<file path="src/rtl/pong_match_ctrl.sv">
// Match sequencer for pong: serve/play/point/game-over flow, scores, rally count
// and frame-timed pauses; freezes pong_graph outside PLAY.
module pong_match_ctrl #(
    parameter int WIN_SCORE    = 5,
    parameter int SERVE_FRAMES = 120,
    parameter int OVER_FRAMES  = 180,
    parameter int SCORE_W      = 4
) (
    input  logic               clk,
    input  logic               reset,
    input  logic               frame_tick,
    input  logic [1:0]         btn1,
    input  logic [1:0]         btn2,
    input  logic               hit,
    input  logic               miss_l,
    input  logic               miss_r,
    output logic               graph_still,
    output logic               ball_reload,
    output logic [SCORE_W-1:0] score1,
    output logic [SCORE_W-1:0] score2,
    output logic [7:0]         rally_cnt,
    output logic               match_over,
    output logic [1:0]         winner,
    output logic [2:0]         state
);

    localparam int TMAX = (SERVE_FRAMES > OVER_FRAMES) ? SERVE_FRAMES : OVER_FRAMES;
    localparam int TW   = $clog2(TMAX + 1);

    localparam logic [TW-1:0]      T_SERVE = TW'(SERVE_FRAMES);
    localparam logic [TW-1:0]      T_OVER  = TW'(OVER_FRAMES);
    localparam logic [TW-1:0]      T_ONE   = TW'(1);
    localparam logic [TW-1:0]      T_ZERO  = '0;
    localparam logic [SCORE_W-1:0] WIN_S   = SCORE_W'(WIN_SCORE);
    localparam logic [SCORE_W-1:0] S_ONE   = SCORE_W'(1);

    typedef enum logic [2:0] {
        IDLE  = 3'd0,
        SERVE = 3'd1,
        PLAY  = 3'd2,
        POINT = 3'd3,
        OVER  = 3'd4
    } state_t;

    state_t        st;
    logic [TW-1:0] timer;
    logic [SCORE_W-1:0] s1_inc;
    logic [SCORE_W-1:0] s2_inc;
    logic          any_btn;

    assign s1_inc  = score1 + S_ONE;
    assign s2_inc  = score2 + S_ONE;
    assign any_btn = (btn1 != 2'b00) || (btn2 != 2'b00);
    assign state   = st;

    always_ff @(posedge clk) begin
        if (reset) begin
            st          <= IDLE;
            timer       <= T_ZERO;
            graph_still <= 1'b1;
            ball_reload <= 1'b0;
            score1      <= '0;
            score2      <= '0;
            rally_cnt   <= 8'd0;
            match_over  <= 1'b0;
            winner      <= 2'b00;
        end else begin
            ball_reload <= 1'b0;
            case (st)
                IDLE: begin
                    if (any_btn) begin
                        score1      <= '0;
                        score2      <= '0;
                        rally_cnt   <= 8'd0;
                        winner      <= 2'b00;
                        ball_reload <= 1'b1;
                        timer       <= T_SERVE;
                        st          <= SERVE;
                    end
                end
                SERVE, POINT: begin
                    // Timer was loaded with N on entry, so the tick seen at 1 is the Nth.
                    if (frame_tick) begin
                        if (timer == T_ONE) begin
                            timer       <= T_ZERO;
                            graph_still <= 1'b0;
                            st          <= PLAY;
                        end else begin
                            timer <= timer - T_ONE;
                        end
                    end
                end
                PLAY: begin
                    if (miss_l && miss_r) begin
                        ball_reload <= 1'b1;
                        rally_cnt   <= 8'd0;
                        graph_still <= 1'b1;
                        timer       <= T_SERVE;
                        st          <= POINT;
                    end else if (miss_r || miss_l) begin
                        graph_still <= 1'b1;
                        if (miss_r) score1 <= s1_inc;
                        else        score2 <= s2_inc;
                        if ((miss_r && s1_inc == WIN_S) || (miss_l && s2_inc == WIN_S)) begin
                            winner     <= miss_r ? 2'b01 : 2'b10;
                            match_over <= 1'b1;
                            timer      <= T_OVER;
                            st         <= OVER;
                        end else begin
                            ball_reload <= 1'b1;
                            rally_cnt   <= 8'd0;
                            timer       <= T_SERVE;
                            st          <= POINT;
                        end
                    end else if (hit && rally_cnt != 8'hFF) begin
                        rally_cnt <= rally_cnt + 8'd1;
                    end
                end
                OVER: begin
                    // Hold the final screen for the full pause, then until buttons are released.
                    if (timer != T_ZERO) begin
                        if (frame_tick) timer <= timer - T_ONE;
                    end else if (!any_btn) begin
                        match_over <= 1'b0;
                        st         <= IDLE;
                    end
                end
                default: begin
                    graph_still <= 1'b1;
                    timer       <= T_ZERO;
                    st          <= IDLE;
                end
            endcase
        end
    end

endmodule

</file>
<file path="config.mk">
export PLATFORM = sky130hd
export DESIGN_NAME = pong_match_ctrl
export DESIGN_NICKNAME = d
export VERILOG_FILES = /design/src/rtl/pong_match_ctrl.sv
export SDC_FILE = /design/constraint.sdc
export NUM_CORES = 1
export LEC_CHECK = 0
export CAP_MARGIN = 20
export CORE_ASPECT_RATIO = 0.5
export CORE_MARGIN = 2
export CORE_UTILIZATION = 53
export CTS_CLUSTER_SIZE = 28
export DETAILED_ROUTE_END_ITERATION = 8
export HOLD_SLACK_MARGIN = 0.12
export PLACE_DENSITY = 0.82
export SYNTH_ARGS = -nofsm -noshare
export SYNTH_HDL_FRONTEND = slang
export SYNTH_SLANG_ARGS = --single-unit
export TNS_END_PERCENT = 30
</file>
<file path="constraint.sdc">
create_clock -name clk -period 2.15 [get_ports clk]
set_input_delay 0.43 -clock clk [delete_from_list [all_inputs] [get_ports clk]]
set_output_delay 0.43 -clock clk [all_outputs]
set_load 0.02 [all_outputs]
</file>
==> metrics, run 1 <==
die footprint 0.00450 mm^2; TritonCTS Buffers 5; hold crit path type reg -> reg; Crit path largest cell delay 690 ps; initial antenna violation count 0; Crit Path Max Fanout 6; Final Wtd Congestion 0.923; Finish-stage setup viols 0; row cnt 16; synth warn 0; max-slew violations 0; Port Buffers 33; dpl cell area 0.00263 mm^2; Total GRT Usage 0.256; power per cell area 648 mW/mm^2; via-per-instance ratio 6.15; # diodes 0; asr flop ratio synth 0; Final HPWL DP 4010 um; maxcap violations 0; sequential area share after synthesis 0.306; Worst-path clk slew 70 ps; Finished Cell Area 0.00280 mm^2; count of final hold-check violations 0; vias after detailed routing 2,219; Worst EP arrival 2300 ps; Post-Layout Cell Count 361; Core Region 0.00384 mm^2; Synth Register Bits 32; Clock Tree Root clkbuf_8; final worst-path cycle share 0.964; met1 usage 0.365; area leader, netlist dfxtp_1; clk_skew 6.58 ps; CP Capture Type register; critical path launch point type primary input; CTS tree done; CTS sink cnt 32; Slew @ Worst Pin 480 ps; met2 usage in global routing 0.390; Cells after Synth 253; leakage power 0.00105 uW; Crit-path slowest cell or4_1; share of cells above drive strength 1 0.179; syn avg cell area 8.27 um^2; outcome finished, final reports clean; gr ovfl total 0; initial drt markers 268; WL/cell 15.8 um; f_max 0.482 GHz; Area Overhead vs Synth 33.7%; # H-tree levels 2; max_slew headroom 0.679; clock latency on the worst-skew pair 290 ps; io pins 34; post-route antenna net violation count 0; Global Route met3 Usage 0.0545; global-route wire length before repair 9280 um; first drt pass iteration count 5; Crit path required time 2370 ps; Nets 325; CP cell instances clkdlybuf4s50_1 > or4_1 > o211ai_2 > buf_4 > o21bai_1 > nand2_1 > a21oi_1; Die W 92.9 um; Post-synth EDFFs 0; Max clock buf depth 2; dominant synthesized flop cell dfxtp_1; largest net degree at the start of global routing 28; synthesized area 0.00209 mm^2; die height 48.4 um; routed wire length 5700 um; CTS Hold Bufs 0; Syn Nets 272; synth unique cells 66; GR peak layer met2; effective utilization at floorplan 0.545; Worst Path Class, Setup in -> reg; Tmin final 2070 ps; post-synth top area share 0.306; synth top area cells dfxtp_1, ha_1, a21oi_1; Peak VDD IR 0.414 mV; dpl cells 352; DRC Markers 0; vias in the first global route 1,996
## routing by layer
| layer | wire length [um] | vias to the layer above |
|---|---|---|
| li1 | - | 1067 |
| met1 | 2620 | 1030 |
| met2 | 2600 | 112 |
| met3 | 403 | 10 |
| met4 | 66 | 0 |
| met5 | 0 | - |
## repair_timing
item,CTS,global route
setup buffers,0,1
setup endpoints to repair,0,13
resized for setup,0,5
## through the flow
step / setup slack (ps) / setup TNS (ps) / power (uW) / hold WS (ps) / util
after floorplan: 281 / 0 / 1000 / 470 / -
after global placement: -193 / -3620 / 1150 / 488 / 0.684
after detailed placement: -218 / -4630 / 1160 / 492 / 0.684
after CTS: 78.8 / 0 / 1800 / 506 / 0.717
after global routing: -15.9 / -37.9 / 1890 / 528 / 0.728
final: 77.1 / 0 / 1810 / 506 / 0.728
## state kept, by name, indices dropped and copies added (netlist names)
name and cells:
match_over 1, score2 4, graph_still 1, timer 8
score1 4, state 3, ball_reload 1, winner 2
rally_cnt 8
## worst max-delay path, delay by kind of cell
| family | cells | cell delay [ps] |
|---|---|---|
| simple gates | 2 | 760 |
| compound gates | 3 | 530 |
| buf+inv | 2 | 570 |
## report_power, final
group / internal (uW) / switching (uW)
Clock: 409 / 227
Sequential: 626 / 55.7
Combinational: 216 / 280
Total: 1250 / 563
## synth_stat cells (3+ instances only)
cell       number
dfxtp_1        32
a21oi_1        21
inv_1          16
nand2_1        14
nor2_1         14
nand3_1        11
o21ai_1        10
ha_1            9
nor3_1          9
clkbuf_1        8
and3_1          7
a31oi_1         6
o221ai_1        6
nor4_1          5
o21ai_0         5
buf_2           4
nand2b_1        4
o2111ai_1       4
o31ai_1         4
xor2_1          4
o211ai_2        3
## final cells by class
cell class              count  area [um^2]
clock buffers               7         96.3
clock inverters             1         30.0
fillers                   295         1040
inverters                  16         60.1
multi-input cells         191         1360
flip-flops and latches     32          641
well taps                  54         67.6
repair buffers             60          549
## worst paths after layout
check | startpoint | endpoint | slack, ps | cells past startpoint
worst min-delay path | timer[0] | timer[0] | 510 | 2
worst max register to register | timer[0] | timer[3] | 190 | 7
worst min register to register | timer[0] | timer[0] | 510 | 2
worst max-delay path | btn1[1] | score1[0] | 80 | 7
## kinds of logic (layout without fill, tap and decap cells)
family,after synthesis,count (layout),share of synthesized area
simple gates,91,91,0.253
compound gates,85,85,0.299
flops,32,32,0.306
buf+inv,30,84,0.0616
fa+ha+maj,9,9,0.0538
xor+xnor,4,4,0.0167
mux,2,2,0.0102
## placed cells by master (no fill, tap or decap), types with 3 or more instances in the layout
master           netlist  layout
o31ai_1                4       4
clkbuf_8               0       7
o21ai_0                5       5
and3_1                 7       7
inv_1                 16      16
xor2_1                 4       4
buf_4                  1      25
nor4_1                 5       5
nor3_1                 9       8
clkdlybuf4s50_1        0      33
ha_1                   9       9
nand3_1               11      11
a31oi_1                6       6
nor2_1                14      14
o221ai_1               6       6
dfxtp_1               32      32
a21oi_1               21      21
o211ai_2               3       3
nand2_1               14      14
o2111ai_1              4       4
o21ai_1               10      10
nand2b_1               4       4
Power figures use the tool's default switching activity.
==> run 2: changes to the inputs <==
--- a/config.mk
+++ b/config.mk
@@ -16,4 +16,3 @@
 export SYNTH_ARGS = -nofsm -noshare
 export SYNTH_HDL_FRONTEND = slang
 export SYNTH_SLANG_ARGS = --single-unit
-export TNS_END_PERCENT = 30
==> constraint.sdc (replaced) <==
create_clock -name clk -period 2.15 [get_ports clk]
set_input_delay 0.43 -clock clk [delete_from_list [all_inputs] [get_ports clk]]
set_output_delay 0.43 -clock clk [all_outputs]
set_load 0.1 [all_outputs]
==> run 2 against run 1 <==
Effect of this change:
- worst hold slack got worse by 41 ps
- clock-buffer cell count did not move
- design area fell by 2.7%
- via count grew 1.5%
- setup slack worse by 18 ps
- clock skew rose by 7.8 ps
- critical path depth unchanged
- clock power grew 2%
- non-clock buffer count is 3 lower
- sequential power increased by 0.9%
- routed wire length rose by 2.5%
- cell count shrank 0.83%
- critical endpoint is now score2[2]
- largest power group unchanged
==> metrics, run 2 (synthesis results as in run 1) <==
outcome finished, final reports clean; Tmin final 2090 ps; Area Overhead vs Synth 30.1%; hold crit path type reg -> reg; Core Region 0.00384 mm^2; initial antenna violation count 0; Peak VDD IR 0.352 mV; switching power total 658 uW; commonest non-fill, non-tap cell in the layout buf_4; max-slew violations 0; Post-Layout Cell Count 358; Worst-path clk slew 80 ps; Sw Ratio 0.345; dpl cells 350; final worst-path cycle share 0.973; # H-tree levels 2; Final Power 1910 uW; Total GRT Usage 0.258; Finished Cell Area 0.00272 mm^2; DRC Markers 0; TritonCTS Buffers 5; CTS Hold Bufs 0; largest net degree at the start of global routing 23; Combinational Power Share 0.302; Worst Path Class, Setup in -> reg; Crit Path Max Fanout 4; CP cell instances clkdlybuf4s50_1 > inv_1 > ha_1 > nor3_2 > nand3_1 > or3b_2 > a21oi_1; Crit-path slowest cell clkdlybuf4s50_1; die height 48.4 um; WL/cell 16.3 um; f_max 0.478 GHz; Final HPWL DP 4220 um; post-route antenna net violation count 0; dpl cell area 0.00257 mm^2; Final Wtd Congestion 0.912; gr ovfl total 0; initial drt markers 172; power per cell area 701 mW/mm^2; Largest regs rally_cnt (8), timer (8); max_slew headroom 0.676; CP Capture Type register; Worst EP arrival 2320 ps; Post-CTS Resized 0; # diodes 0; first drt pass iteration count 4; CTS sink cnt 32; Crit path required time 2380 ps; leakage power 0.00108 uW; Reg power frac 0.361; row cnt 16; global-route wire length before repair 9310 um; io pins 34; vias in the first global route 2,061; clk_skew 14.3 ps; Die W 92.9 um; Max clock buf depth 2; Crit path largest cell delay 490 ps; most frequent cells in the layout buf_4, a21oi_1, dfxtp_1; share of cells above drive strength 1 0.286; CTS tree done; vias after detailed routing 2,253; final hold slack 465 ps; Clock Tree Root clkbuf_8; Nets 322; Post-CTS Setup Inserts 0; PnR worst setup slack 59.1 ps; die footprint 0.00450 mm^2; critical path launch point type primary input; pre-CTS setup slack -209 ps; clock share of power 0.338; clock latency on the worst-skew pair 300 ps; via-per-instance ratio 6.29; Finish-stage setup viols 0; count of final hold-check violations 0; maxcap violations 0; effective utilization at floorplan 0.545; routed wire length 5840 um; Slew @ Worst Pin 485 ps; Port Buffers 33; P_int 1250 uW
run 2: cell count changes in the layout (fill, tap and decap cells not counted), moves of 11 or more:
cell | previous run | this run
dfxtp_2 | 0 | 11
buf_4 | 25 | 47
clkdlybuf4s50_1 | 33 | 9
dfxtp_1 | 32 | 21
run 2: per-stage QoR:
| step | TNS (ps) | utilization |
|---|---|---|
| after floorplan | 0 | - |
| final | 0 | 0.708 |
| after global routing | -34.3 | 0.708 |
| after global placement | -2570 | 0.668 |
| after CTS | 0 | 0.701 |
| after detailed placement | -3990 | 0.668 |
run 2: power by group through the flow:
stage | sequential [uW] | combinational (uW) | clock (uW)
floorplan | 768 | 318 | 0
global placement | 691 | 546 | 0
detailed placement | 695 | 556 | 0
CTS | 682 | 561 | 651
global route | 693 | 617 | 687
finish | 688 | 575 | 645
run 2: cell type report:
| type | instances | area, um^2 |
|---|---|---|
| clock buffer | 7 | 96.3 |
| clock inverter | 1 | 30.0 |
| fill | 300 | 1120 |
| timing repair buffer | 57 | 463 |
| tap | 54 | 67.6 |
| multi-input combinational | 191 | 1350 |
| inverter | 16 | 60.1 |
| sequential | 32 | 654 |
run 2: worst paths after layout:
| kind | start | endpoint | slack, ps | depth (start not counted) |
|---|---|---|---|---|
| max | miss_r | score2[2] | 60 | 7 |
| min | rally_cnt[0] | rally_cnt[0] | 470 | 1 |
| max reg2reg | timer[0] | timer[3] | 180 | 7 |
| min reg2reg | rally_cnt[0] | rally_cnt[0] | 470 | 1 |
run 2: critical path: cells and delay by family:
kind	cells	cell delay [ps]
AO/OA/AOI/OAI	1	140
adder cells (fa/ha/maj)	1	280
buffers and inverters	2	560
AND/OR/NAND/NOR	3	930
run 2: routing by layer:
layer	global-route usage	vias up	routed length, um
li1	-	1067	-
met1	0.353	1067	2550
met2	0.385	108	2670
met3	0.0607	11	527
met4	0.125	0	84
met5	0	-	0
==> run 3: changes to the inputs <==
--- a/config.mk
+++ b/config.mk
@@ -7,7 +7,7 @@
 export LEC_CHECK = 0
 export CAP_MARGIN = 20
 export CORE_ASPECT_RATIO = 0.5
-export CORE_MARGIN = 2
+export CORE_MARGIN = 5
 export CORE_UTILIZATION = 53
 export CTS_CLUSTER_SIZE = 28
 export DETAILED_ROUTE_END_ITERATION = 8
==> run 3 against run 2 <==
Effect of this change:
- routed wire length is 0.51% higher
- cell count rose by 0.84%
- global-route usage decreased by 3.9 points
- sequential power about the same
- design area fell by 0.18%
- clock skew down 11 ps
- flip-flop and latch count did not move
- register-to-register slack improved by 70 ps
- highest routed layer unchanged
==> metrics, run 3 (synthesis results as in run 1) <==
effective utilization at floorplan 0.542; Reg power frac 0.390; r2r setup slk 250 ps; vias in the first global route 2,006; Final Wtd Congestion 0.916; Nets 325; WP buf/inv 4; f_max 0.494 GHz; Slew @ Worst Pin 471 ps; worst setup path start miss_r; largest net degree at the start of global routing 28; # diodes 0; max-slew violations 0; Final Power 1760 uW; maxcap violations 0; Crit path required time 2340 ps; CP cell instances clkdlybuf4s50_1 > inv_1 > ha_2 > nand4bb_4 > buf_4 > nor4b_4 > o21ai_1 > buf_4 > o32ai_1; routed wire length 5870 um; commonest non-fill, non-tap cell in the layout buf_4; Post-CTS Setup Inserts 0; Core Region 0.00386 mm^2; CP Capture Type register; Critical Path Most Common Cell buf_4; dpl cell area 0.00259 mm^2; Crit Path Max Fanout 8; Die W 98.9 um; via-per-instance ratio 6.06; Finish-stage setup viols 0; power per cell area 647 mW/mm^2; die footprint 0.00538 mm^2; CTS tree done; max_slew headroom 0.682; Worst-path clk slew 70 ps; Worst EP arrival 2220 ps; Sw Ratio 0.366; first drt pass iteration count 4; clk_skew 3.46 ps; Combinational Power Share 0.335; hold crit path type reg -> reg; Max clock buf depth 2; post-route antenna net violation count 0; Levels on crit path 9; Crit path largest cell delay 420 ps; final worst-path cycle share 0.941; Final HPWL DP 4290 um; initial drt markers 155; Port Buffers 33; critical path launch point type primary input; Top delay family on crit path buffers and inverters; RSZ-0062 raised after global routing yes; Peak VDD IR 0.320 mV; pre-CTS setup slack -223 ps; Area Overhead vs Synth 29.8%; Setup crit end rally_cnt[2]; Total GRT Usage 0.219; FILL cells 295; outcome finished, final reports clean; initial antenna violation count 0; Critical R2R Launch timer[0]; TritonCTS Buffers 5; Largest regs rally_cnt (8), timer (8); Reg2Reg Depth 7; clock latency on the worst-skew pair 280 ps; most frequent cells in the layout buf_4, a21oi_1, dfxtp_1; PnR worst setup slack 126 ps; leakage power 0.00107 uW; # H-tree levels 2; clock share of power 0.275; CTS Hold Bufs 0; P_int 1110 uW; Worst Path Class, Setup in -> reg; DRC Markers 0; Clock Tree Root clkbuf_8; switching power total 643 uW; Worst R2R End timer[1]; vias after detailed routing 2,186; Post-CTS Resized 0; CTS sink cnt 32; global-route wire length before repair 9450 um; share of cells above drive strength 1 0.290; Finished Cell Area 0.00272 mm^2; die height 54.4 um; io pins 34; count of final hold-check violations 0; gr ovfl total 0; Crit-path slowest cell clkdlybuf4s50_1; row cnt 16; Tmin final 2020 ps; WL/cell 16.3 um
==> run 3: metal layers <==
layer / up-vias / part of all wire / GRT usage
li1: 1071 / - / -
met1: 1030 / 0.47 / 0.294
met2: 72 / 0.45 / 0.364
met4: 0 / 0.016 / 0.0680
met3: 13 / 0.058 / 0.0420
met5: - / 0 / 0
==> run 3: power by group through the flow <==
stage                     Sequential [uW]  Combinational (uW)  Clock (uW)
final                                 686                 588         483
after global routing                  692                 631         515
after CTS                             681                 571         493
after detailed placement              693                 569           0
after global placement                692                 561           0
after floorplan                       768                 318           0
==> run 3: worst min path at each step <==
| stage | start | to | slack [ps] | cells past startpoint |
|---|---|---|---|---|
| floorplan | timer[0] | timer[0] | 470 | 2 |
| global placement | rally_cnt[0] | rally_cnt[0] | 450 | 1 |
| detailed placement | rally_cnt[0] | rally_cnt[0] | 470 | 1 |
| CTS | rally_cnt[0] | rally_cnt[0] | 480 | 1 |
| global route | rally_cnt[0] | rally_cnt[0] | 500 | 1 |
| finish | rally_cnt[0] | rally_cnt[0] | 470 | 1 |
==> run 3: area by class of cell <==
type	count	area [um^2]	area share
multi-input cells	191	1360	0.500
inverters	16	60.1	0.0221
clock buffers	8	90.1	0.0331
flip-flops and latches	32	654	0.241
well taps	54	67.6	0.0249
repair buffers	60	485	0.179
==> run 3: through the flow <==
| step | hold WS [ps] | util | cells | setup TNS, ps |
|---|---|---|---|---|
| CTS | 478 | 0.694 | 361 | 0 |
| global placement | 451 | 0.671 | 353 | -2980 |
| finish | 472 | 0.703 | 361 | 0 |
| floorplan | 470 | - | 253 | 0 |
| detailed placement | 469 | 0.671 | 353 | -4130 |
| global route | 502 | 0.703 | 361 | -13.3 |
